**src/rtl/rx_frame_pkg.sv**
```systemverilog
// Shared definitions for the receive-side frame dispatcher: header layout and FSM encoding.
// Latency: n/a (types and constants only).
// Backpressure: n/a.
package rx_frame_pkg;

    // Header word layout: [15:12] sync, [11:10] destination, [9:8] reserved, [7:0] length
    localparam logic [3:0] HDR_SYNC = 4'hA;

    localparam int SYNC_MSB = 15;
    localparam int SYNC_LSB = 12;
    localparam int DEST_MSB = 11;
    localparam int DEST_LSB = 10;
    localparam int LEN_MSB  = 7;
    localparam int LEN_LSB  = 0;

    typedef enum logic [2:0] {
        IDLE     = 3'd0,
        HDR_WAIT = 3'd1,
        PAY_REQ  = 3'd2,
        PAY_WAIT = 3'd3,
        PAY_OUT  = 3'd4
    } state_t;

endpackage

```
**src/rtl/rx_frame_dispatcher.sv**
```systemverilog
// Drains the rx FIFO as header+payload frames and steers payload words to one of NUM_DEST consumers.
// Latency: header to first m_valid is 3 cycles; at best one payload word every 3 cycles.
// Backpressure: m_ready low holds the current word stable and stops FIFO reads; empty FIFO stalls in PAY_REQ.
module rx_frame_dispatcher
    import rx_frame_pkg::*;
#(
    parameter int DATA_W   = 16,
    parameter int NUM_DEST = 4,
    parameter int CNT_W    = 16
) (
    input  logic                clk_rx,
    input  logic                rst_rx,
    input  logic                enable,
    input  logic                fifo_empty,
    input  logic [DATA_W-1:0]   fifo_data,
    output logic                fifo_rd_en,
    output logic [DATA_W-1:0]   m_data,
    output logic [NUM_DEST-1:0] m_valid,
    input  logic [NUM_DEST-1:0] m_ready,
    output logic                m_last,
    output logic                busy,
    output logic                frame_done,
    output logic                hdr_err,
    output logic [CNT_W-1:0]    frame_cnt
);

    state_t      state;
    state_t      state_nxt;

    logic [3:0]  hdr_sync;
    logic [1:0]  hdr_dest;
    logic [7:0]  hdr_len;
    logic        hdr_valid;

    logic [1:0]  dest_q;
    logic [7:0]  remaining;
    logic [3:0]  dest_onehot;
    logic        handshake;

    assign hdr_sync  = fifo_data[SYNC_MSB:SYNC_LSB];
    assign hdr_dest  = fifo_data[DEST_MSB:DEST_LSB];
    assign hdr_len   = fifo_data[LEN_MSB:LEN_LSB];

    // Reserved bits [9:8] are deliberately not part of the acceptance test
    assign hdr_valid = (hdr_sync == HDR_SYNC) && (hdr_len != 8'd0) && (32'(hdr_dest) < NUM_DEST);

    assign dest_onehot = 4'b0001 << dest_q;

    // Only the selected port's valid is ever set, so masking with m_valid ignores other readies
    assign handshake = |(m_valid & m_ready);

    // State register; any illegal encoding is caught by the next-state default
    always_ff @(posedge clk_rx or posedge rst_rx) begin
        if (rst_rx) begin
            state <= IDLE;
        end else begin
            state <= state_nxt;
        end
    end

    // Next-state decode: one FIFO read per word, then wait for the consumer
    always_comb begin
        state_nxt = state;
        case (state)
            IDLE: begin
                if (enable && !fifo_empty) begin
                    state_nxt = HDR_WAIT;
                end
            end
            HDR_WAIT: begin
                state_nxt = hdr_valid ? PAY_REQ : IDLE;
            end
            PAY_REQ: begin
                if (!fifo_empty) begin
                    state_nxt = PAY_WAIT;
                end
            end
            PAY_WAIT: begin
                state_nxt = PAY_OUT;
            end
            PAY_OUT: begin
                if (handshake) begin
                    state_nxt = m_last ? IDLE : PAY_REQ;
                end
            end
            default: begin
                state_nxt = IDLE;
            end
        endcase
    end

    // Read strobe and busy decoded from state; reset forces the strobe low so no word is lost
    always_comb begin
        fifo_rd_en = 1'b0;
        case (state)
            IDLE:    fifo_rd_en = enable && !fifo_empty;
            PAY_REQ: fifo_rd_en = !fifo_empty;
            default: fifo_rd_en = 1'b0;
        endcase
        if (rst_rx) begin
            fifo_rd_en = 1'b0;
        end
        busy = (state != IDLE);
    end

    // Header latch, payload output register, word countdown, status pulses and frame counter
    always_ff @(posedge clk_rx or posedge rst_rx) begin
        if (rst_rx) begin
            dest_q     <= '0;
            remaining  <= '0;
            m_data     <= '0;
            m_valid    <= '0;
            m_last     <= 1'b0;
            frame_done <= 1'b0;
            hdr_err    <= 1'b0;
            frame_cnt  <= '0;
        end else begin
            frame_done <= 1'b0;
            hdr_err    <= 1'b0;
            case (state)
                HDR_WAIT: begin
                    if (hdr_valid) begin
                        dest_q    <= hdr_dest;
                        remaining <= hdr_len;
                    end else begin
                        hdr_err <= 1'b1;
                    end
                end
                PAY_WAIT: begin
                    m_data  <= fifo_data;
                    m_valid <= dest_onehot[NUM_DEST-1:0];
                    m_last  <= (remaining == 8'd1);
                end
                PAY_OUT: begin
                    if (handshake) begin
                        m_valid   <= '0;
                        m_last    <= 1'b0;
                        remaining <= remaining - 8'd1;
                        if (m_last) begin
                            frame_done <= 1'b1;
                            frame_cnt  <= frame_cnt + CNT_W'(1);
                        end
                    end
                end
                default: begin
                end
            endcase
        end
    end

endmodule

```
**config.mk**
```make
export PLATFORM = sky130hd
export DESIGN_NAME = rx_frame_dispatcher
export DESIGN_NICKNAME = d
export VERILOG_FILES = /design/src/rtl/rx_frame_pkg.sv /design/src/rtl/rx_frame_dispatcher.sv
export SDC_FILE = /design/constraint.sdc
export NUM_CORES = 1
export LEC_CHECK = 0
export ABC_AREA = 1
export CAP_MARGIN = 20
export CORE_ASPECT_RATIO = 0.7
export CORE_MARGIN = 10
export CORE_UTILIZATION = 34
export CTS_CLUSTER_DIAMETER = 40
export CTS_CLUSTER_SIZE = 28
export DETAILED_ROUTE_END_ITERATION = 6
export PLACE_DENSITY_LB_ADDON = 0.2
export REMOVE_ABC_BUFFERS = 1
export SYNTH_ARGS = -nofsm -noshare
export SYNTH_HDL_FRONTEND = slang
export SYNTH_SLANG_ARGS = --single-unit
export TNS_END_PERCENT = 1
```
**constraint.sdc**
```tcl
create_clock -name clk_rx -period 4.5 [get_ports clk_rx]
set_clock_uncertainty 0.2 [all_clocks]
set_input_delay 1.125 -clock clk_rx [delete_from_list [all_inputs] [get_ports clk_rx]]
set_output_delay 1.125 -clock clk_rx [all_outputs]
set_load 0.005 [all_outputs]
```
==> Word level (Yosys, flattened, before mapping) <==
Cells that the tools add are included.
{ "classes": {"addsub": 2, "n_eq_ne": 10, "n_shift": 1, "muxes": 20, "bitwise": 1, "n_reduce_logical": 14} }
{ "op_table": {"columns": ["cell", "n"], "rows": [
  ["adder 16 x 1 -> 16 bit (second input constant)", 1],
  ["two-way mux 8 bit", 2],
  ["one-hot mux 8 bit (2 select lines)", 1],
  ["one-hot mux 3 bit (5 select lines)", 1],
  ["two-way mux 3 bit", 3],
  ["AND reduction 3 bit", 3],
  ["== test 8 x 1 -> 1 bit (second input constant)", 1],
  ["inequality test 2 bit (second input constant)", 4],
  ["one-hot mux 4 bit (2 select lines)", 1],
  ["nonzero test 8 bit", 1],
  ["subtractor 8 x 1 -> 8 bit (second input constant)", 1],
  ["two-way mux 1 bit", 7],
  ["== test 3 x 2 -> 1 bit (second input constant)", 2],
  ["AND 4 bit", 1],
  ["== test 4 bit (second input constant)", 1],
  ["two-way mux 2 bit", 2],
  ["two-way mux 4 bit", 1],
  ["one-hot mux 1 bit (2 select lines)", 2],
  ["AND reduction 2 bit", 2],
  ["nonzero test 2 bit", 2],
  ["OR reduction 4 bit", 1],
  ["<< shifter 1 x 2 -> 4 bit (first input constant)", 1],
  ["== test 3 x 1 -> 1 bit (second input constant)", 1],
  ["== test 3 bit (second input constant)", 1],
  ["other kinds (4)", 5]
]} }
{ "word_totals": {"reg_bits": 52, "inputBits": 24} }

==> Longest topological paths before layout <==
{ "depth": {"word_depth": 4, "mapped_depth": 9, "depth_no_buf": 9} }

==> Least setup slack after synthesis <==
No wires, ideal clock.
{ "synth_path": {"path_kind": "input-to-output", "from": "input port m_ready[3]", "to": "output port fifo_rd_en", "t_arrival_ns": 1.757, "required_ns": 3.175, "setup_slack_ns": 1.418, "stages": 6, "n_path_buf": 0, "cell_sequence": "nand2_1 nand2_1 nor2_1 nand2_4 nand2_1 nor3_1"} }
{ "synth_lines": {"columns": ["item", "line", "source"], "rows": [
  ["start, declared", "rx_frame_dispatcher.sv:19", "input logic [NUM_DEST-1:0] m_ready,"],
  ["end, declared", "rx_frame_dispatcher.sv:16", "output logic fifo_rd_en,"]
]} }

==> results.yml <==
pwr:
  powerDensity_nw_per_um2: 525
  vdd_drop_max_mv: 0.264
  total_power_mw: 1.94
  leakage_nw: 1.81
global_route:
  antenna_found_initial: 0
  grt_pass1_vias: 2357
  grt_pass1_wl_um: 11900
  grt_max_degree: 35
  gr-total-overflow: 0
  globalRouteTotalUtil: 0.118
place:
  hpwlAfterDp_um: 5510
  port_buffers: 64
  gp_congestion: 0.811
logic_synthesis:
  synthesis.area_um2: 2790
  ys_types: 28
  synthTopCellsByArea: "dfrtp_1, nand2_1, o21ai_0"
  yosysMostFrequentCell: "nand2_1"
  synth-seq-cells: 52
  synthArstFlopShare: 1.00
  avgSynthCellArea_um2: 7.29
  synth_warnings: 0
  ys.flop_type: "dfrtp_1"
  synth_edf_count: 0
  ys_seq_area_frac: 0.467
  synthTopCellsByCount: "nand2_1, dfrtp_1, nor2_1"
  synth_top_area_share: 0.467
  syn_inst: 382
  synth_top_area_cell: "dfrtp_1"
final_layout:
  layout.nets: 475
  post_route_cells_drive_above_1_share: 0.0512
  n_antenna_cell: 0
  syn_to_final_growth_pct: 32.6
clock_tree:
  path_clk_slew_ps: 70
  cts_buffers: 5
  cts-resized-gates: 0
  cts-root-buf: "clkbuf_16"
  htreeDepth: 2
  insertion_delay_ps: 290
  cts_tree: "done"
  cts_buffer_depth: 2
  cts_sinks: 52
  cts_hold_buf: 0
  post-cts-setup-buffer-count: 0
min_path:
  hp-class: "flip-flop to flip-flop"
route:
  drc: 0
  vias_per_cell: 4.63
  first_pass_iters: 4
  route.antenna.remaining_nets: 0
  wirelength_um: 7190
  detail_route.wl_per_cell_um: 13.1
  drt_iter0_drc: 163
  vias: 2547
sta:
  rsz0062_at_grt: "false"
  tightest_slew_ps: 822
  max_freq_ghz: 0.250
  hold_viol_final: 0
  layout_min_cycle_time_ps: 4000
  slew_violations: 0
  setup_viol: 0
  slew-limit-headroom: 0.451
  fin_setup_tns_ps: 0
  period_share: 0.888
critical_path:
  cp_data_arrival_time_ps: 2670
  critPathKind: "input port to primary output"
  end_kind: "primary output"
  worst_ep_required_time_ps: 3170
  cp_max_fo: 3
  worstSetupStartpointType: "input port"
floorplanning:
  die_area_um2: 12300
  core-area_um2: 7910
  rows: 27
  die_h_um: 95.7
  pin_count: 65
  die_x_um: 128
  initial_core_util: 0.352
run_status:
  status: "finished clean"
run:
  drv_cap: 0
## metrics by stage
stage / util / std cells / setup WS, ps / cell area (um2) / hold WS (ps)
floorplan: - / 376 / 1420 / 2750 / 271
global placement: 0.446 / 542 / 495 / 3520 / 264
detailed placement: 0.446 / 542 / 480 / 3520 / 264
CTS: 0.468 / 550 / 479 / 3700 / 283
global route: 0.468 / 550 / 405 / 3700 / 304
finish: 0.468 / 550 / 505 / 3700 / 284
## flip-flops by register name (all words and copies together) (netlist names), 2 cells and up
name       cells
m_data        16
remaining      8
dest_q         2
frame_cnt     16
m_valid        4
state          3
## power by group
part	switching [mW]	internal [mW]
Clock	0.174	0.265
Combinational	0.404	0.364
Sequential	0.116	0.616
Total	0.694	1.25
## cell type report
type | instances | area (um2)
Inverter | 37 | 141
Tap cell | 101 | 126
Clock inverter | 3 | 46.3
Multi-Input combinational cell | 287 | 1310
Timing Repair Buffer | 65 | 648
Sequential cell | 52 | 1300
Fill cell | 815 | 4210
Clock buffer | 5 | 125
## final timing paths
check,startpoint,endpoint,slack (ps),cells past startpoint
setup reg to reg,state[2]$_DFFE_PP0P_,m_valid[3]$_DFFE_PP0P_,2060,6
max in group asynchronous,rst_rx,remaining[6]$_DFFE_PP0P_,2260,3
hold reg to reg,m_data[9]$_DFFE_PP0P_,m_data[9]$_DFFE_PP0P_,280,2
min in group asynchronous,rst_rx,state[0]$_DFFE_PP0P_,1090,2
setup / recovery,m_ready[2],fifo_rd_en,500,8
hold / removal,m_data[9]$_DFFE_PP0P_,m_data[9]$_DFFE_PP0P_,280,2
## worst max-delay path, cell delays in order
cell and delay, ps:
clkdlybuf4s50_1 400, nand2_1 60, nand2_1 60, nor2_1 300, nand2_4 100, nand2_1 120
nor3_1 50, clkdlybuf4s50_1 440
## cells by family (layout without fill, tap and decap cells)
kind of cell	count (synthesis)	in the layout	share of synthesized area
AND/OR/NAND/NOR	240	240	0.358
flip-flops	52	52	0.467
buffers and inverters	43	110	0.0638
AO/OA/AOI/OAI	36	36	0.0723
XOR/XNOR	8	8	0.0251
adder cells (fa/ha/maj)	3	3	0.0135
## layout by cell type (no fill, tap or decap), types with 2 or more instances in the layout
cell	Yosys	routed
nand4_1	6	6
inv_1	35	34
nand3_1	18	18
a21oi_1	2	2
xor2_1	5	5
nor3_1	2	2
xnor2_1	3	3
dfrtp_1	52	52
nand2_1	169	169
nor2_4	3	3
nor2_1	36	36
clkbuf_16	0	5
o21ai_0	28	28
ha_1	3	3
o21bai_1	2	2
inv_2	1	2
clkdlybuf4s50_1	0	64
nand2_4	4	4
## routing by layer
layer / share of wire / wire length (um) / GRT usage
met3: 0.050 / 358 / 0.0297
met1: 0.50 / 3600 / 0.159
met4: 0.0064 / 46 / 0.0280
met2: 0.44 / 3190 / 0.186
met5: 0 / 0 / 0
(Power assumes the default switching activity.)
==> RTL change 1 (same flow settings) <==
`NUM_DEST`: 4 -> 2.
--- a/src/rtl/rx_frame_dispatcher.sv
+++ b/src/rtl/rx_frame_dispatcher.sv
@@ -6,5 +6,5 @@
 #(
     parameter int DATA_W   = 16,
-    parameter int NUM_DEST = 4,
+    parameter int NUM_DEST = 2,
     parameter int CNT_W    = 16
 ) (
Ports: changed (resized m_ready and m_valid); port bits go from 65 to 61. The function was not compared with the original's and may differ.
==> RTL change 1 against the unedited design <==
- worst setup slack lost 180 ps
- wire length decreased by 4.9%
- area after synthesis decreased by 5.8%
- die area fell by 4.8%
- utilization decreased by 0.40 points
- power down 9.7%
- sequential cell count down 2
- critical path type unchanged
- cell area down 7.4%
- highest routed layer unchanged
- fmax is 4.3% lower
- clock power decreased by 35%
==> RTL change 1: results (changes against the unedited design) <==
- The flow ran to the end, and the final reports show no timing, DRC or antenna violations.
- Via count of the first global-routing pass: 2182 (-7.4%)
- Compound-gate portion of the synthesized area: 0.06295 (-0.009347)
- Hold path start: m_data[11]$_DFFE_PP0P_
* Share of the yosys chip area belonging to registers: 0.4769 (+0.009876)
- FF-to-FF Start: state[1]$_DFFE_PP0P_
- The detailed-routed wire length on met2 is 2849 um (-11%).
- Library cell used as clock root buffer: sky130_fd_sc_hd__clkbuf_8
- The post-detailed-placement half-perimeter wirelength is 5279 um (-4.2%).
* Clock-pin slew reported for the worst setup and hold paths after clock tree synthesis: 100 ps (+30 ps)
- The count of cells along the worst register-to-register path was 7 (+1).
* Maximum number of pins on one net before global-route repair: 30 (-14%)
* Iteration-0 DRC count of the detailed router: 102 (-37%)
- The slew at the pin closest to its max-slew limit is 547.0 ps (-275.0 ps).
* Adder-cell area share of the yosys netlist: 0.01431 (+0.0008351)
- The minimum setup slack after placement is 322.4 ps (-158.0 ps).
- The fraction of met3 tracks used by global routing is 0.03666 (+0.007007).
- The fraction of final layout cells sized beyond drive strength 1 came to 0.1184 (+0.06720).
* Post-Route WL: 6839 um (-4.9%)
* Wl on met1: 3508 um (-2.6%)
- The longest individual stage delay on the worst path came to 520 ps (+80 ps).
- Number of buffer cells added on primary ports: 60 (-6.3%)
- Xor/xnor cell area share of the yosys netlist: 0.03672 (+0.01157)
- Reg2Reg Capture Point: remaining[4]$_DFFE_PP0P_
* Reg2reg setup slack: 2580 ps (+520 ps)
* NumNets Final: 404 (-15%)
* Routed wl met3: 427 um (+19%)
* Global-route usage over all layers: 0.1186 (+0.0007234)
- Cell types occupying the most area after synthesis: sky130_fd_sc_hd__dfrtp_1 (48%), sky130_fd_sc_hd__nand2_1 (14%), sky130_fd_sc_hd__inv_1 (5.0%), sky130_fd_sc_hd__mux2_2 (4.7%), sky130_fd_sc_hd__o21ai_0 (4.0%)
- Leakage: 1.598 nW (-12%)
[RTL change 1: cell count changes in the layout (fill, tap and decap cells not counted), moves of 3 or more]
| cell | unedited run | this run |
|---|---|---|
| sky130_fd_sc_hd__nand2_1 | 169 | 98 |
| sky130_fd_sc_hd__clkbuf_8 | 0 | 6 |
| sky130_fd_sc_hd__nor2_1 | 36 | 26 |
| sky130_fd_sc_hd__nand2_2 | 1 | 4 |
| sky130_fd_sc_hd__o21ai_0 | 28 | 21 |
| sky130_fd_sc_hd__clkbuf_16 | 5 | 0 |
| sky130_fd_sc_hd__nand2_4 | 4 | 1 |
| sky130_fd_sc_hd__mux2_2 | 0 | 11 |
| sky130_fd_sc_hd__nor2_2 | 1 | 5 |
| sky130_fd_sc_hd__nand3_1 | 18 | 15 |
| sky130_fd_sc_hd__clkdlybuf4s50_1 | 64 | 60 |
[RTL change 1: layout make-up]
cell class,instances,area (um^2)
clock buffer,6,82.58
tap,98,122.6
sequential,50,1251
clock inverter,2,16.27
inverter,39,151.4
multi-input combinational,222,1179
fill,736,3961
timing repair buffer,61,620.6
[RTL change 1: through the flow]
step | instance area (um^2) | cells | hold slack (ps)
after floorplan | 2581 | 311 | 256.2
after global placement | 3304 | 469 | 265.5
after detailed placement | 3324 | 470 | 277.9
after CTS | 3423 | 478 | 306.4
after global routing | 3423 | 478 | 326.5
final | 3423 | 478 | 295.8
[RTL change 1: report_power, final]
| part | internal (W) | switching (W) | total [W] |
|---|---|---|---|
| logic | 0.000376 | 0.000386 | 0.000762 |
| clock network | 0.000127 | 0.000158 | 0.000285 |
| registers | 0.000592 | 0.000112 | 0.000704 |
==> RTL change 2 (config.mk and constraints unchanged) <==
Made on the original files. The 5 states of `state_t` get a one-hot encoding in 5 bits.
--- a/src/rtl/rx_frame_pkg.sv
+++ b/src/rtl/rx_frame_pkg.sv
@@ -14,10 +14,10 @@
     localparam int LEN_LSB  = 0;
 
-    typedef enum logic [2:0] {
-        IDLE     = 3'd0,
-        HDR_WAIT = 3'd1,
-        PAY_REQ  = 3'd2,
-        PAY_WAIT = 3'd3,
-        PAY_OUT  = 3'd4
+    typedef enum logic [4:0] {
+        IDLE     = 5'b00001,
+        HDR_WAIT = 5'b00010,
+        PAY_REQ  = 5'b00100,
+        PAY_WAIT = 5'b01000,
+        PAY_OUT  = 5'b10000
     } state_t;
 
Formal check against the unedited RTL: no difference found for any inputs over 10 cycles, from zero or initial values and one cycle with rst_rx high; not proved beyond that.
==> RTL change 2 against the unedited design <==
- non-clock buffer count unchanged
- highest routed layer unchanged
- worst hold slack improved by 6.2 ps
- wire length decreased by 1.6%
- sequential cell count increased by 2
- critical path type unchanged
- worst setup slack improved by 220 ps
- count of clock-buffer cells in the layout increased by 2
- sequential share of layout area increased by 1.6 points
- via count decreased by 8.1%
- area after synthesis decreased by 0.22%
- synthesized cell count decreased by 9.7%
- cell area decreased by 0.64%
Power is not compared: it rests on default switching activity, and its combinational part moved more than twofold at a synthesized area within 25%.
==> RTL change 2: results (changes against the unedited design) <==
- Cell types occupying the most area after synthesis: sky130_fd_sc_hd__dfrtp_1 (48%), sky130_fd_sc_hd__nand2_1 (15%), sky130_fd_sc_hd__inv_1 (5.4%), sky130_fd_sc_hd__nor2_1 (5.1%), sky130_fd_sc_hd__o21ai_0 (4.7%)
- The fill cell instance count of the final layout is 812 (-0.37%).
- The met1 layer wirelength in the final routing came to 3785 um (+5.1%).
- Clock network contribution to total cell area: 0.04020 (-0.006173)
* Via count of the first global-routing pass: 2380 (+0.98%)
* Layout-stage area growth over the synthesis result: 32.09%
- The pin count of the biggest net entering global routing was 55 (+57%).
- The run finished with clean final reports.
- The mean instance size in the synthesized netlist came to 8.058 um^2 (+10%).
* Share of synthesized area spent on multiplexers: 0.04455 (+0.04455)
- The register cell area after layout was 1353 um^2 (+3.9%).
- The fraction of final layout cells sized beyond drive strength 1 is 0.07990 (+0.02868).
- The detailed-routed wire length on met2 is 2665 um (-16%).
- Reg2reg setup slack: 2390 ps (+330 ps)
- Compound-gate portion of the synthesized area: 0.05761 (-0.01469)
* Peak per-stage delay on the critical path: 500 ps (+60 ps)
* Combined area of the multi-input logic cells: 1247 um^2 (-4.6%)
- First-pass GRT wire length: 12280 um (+3.0%)
* Met3 GRT Util: 0.05155 (+0.02190)
- Iteration-0 DRC count of the detailed router: 159 (-2.5%)
* Global routing usage on met1: 0.1806 (+0.02115)
- The weighted congestion at the end of routability-driven global placement was 0.7972 (-1.7%).
- Number of standard cells in the final layout excluding fillers: 514 (-6.5%)
* Half-perimeter wire length after placement: 5346 um (-2.9%)
* Routed wl met3: 603 um (+68%)
* Number of signal-net inverters in the final layout: 40 (+8.1%)
- The number of clock-tree buffers in the layout is 7 (+2).
- NumNets Final: 439 (-7.6%)
* Multi-In Gates: 246 (-14%)
- The xor-xnor portion of the synthesized cell area was 0.03735 (+0.01221).
- The total number of sequential cells was 54 (+3.8%).
- Share of the yosys chip area belonging to registers: 0.4865 (+0.01950)
- The overall global routing resource usage was 0.1225 (+0.004600).
- DR vias/cell: 4.553 (-1.7%)
* Normalized max-slew margin: 0.5236 (+0.07305)
* Worst-case hold slack: 289.9 ps (+6.172 ps)
==> RTL change 2: cell count changes after synthesis, moves of 3 or more <==
| cell | delta |
|---|---|
| sky130_fd_sc_hd__mux2_2 | +11 |
| sky130_fd_sc_hd__nand2_4 | -3 |
| sky130_fd_sc_hd__nand2_2 | +3 |
| sky130_fd_sc_hd__xor2_1 | +4 |
| sky130_fd_sc_hd__inv_1 | +5 |
| sky130_fd_sc_hd__nand2_1 | -60 |
==> RTL change 2: path summary, 6_finish.rpt <==
check / cells after the start / start / end
worst max-delay path: 6 / fifo_empty / fifo_rd_en
worst min-delay path: 2 / m_data[3]$_DFFE_PP0N_ / m_data[3]$_DFFE_PP0N_
worst max register to register: 8 / state[1]$_DFFE_PP0P_ / frame_cnt[14]$_DFFE_PP0P_
worst min register to register: 2 / m_data[3]$_DFFE_PP0N_ / m_data[3]$_DFFE_PP0N_
max in group asynchronous: 3 / rst_rx / state[1]$_DFFE_PP0P_
min in group asynchronous: 3 / rst_rx / m_data[8]$_DFFE_PP0N_
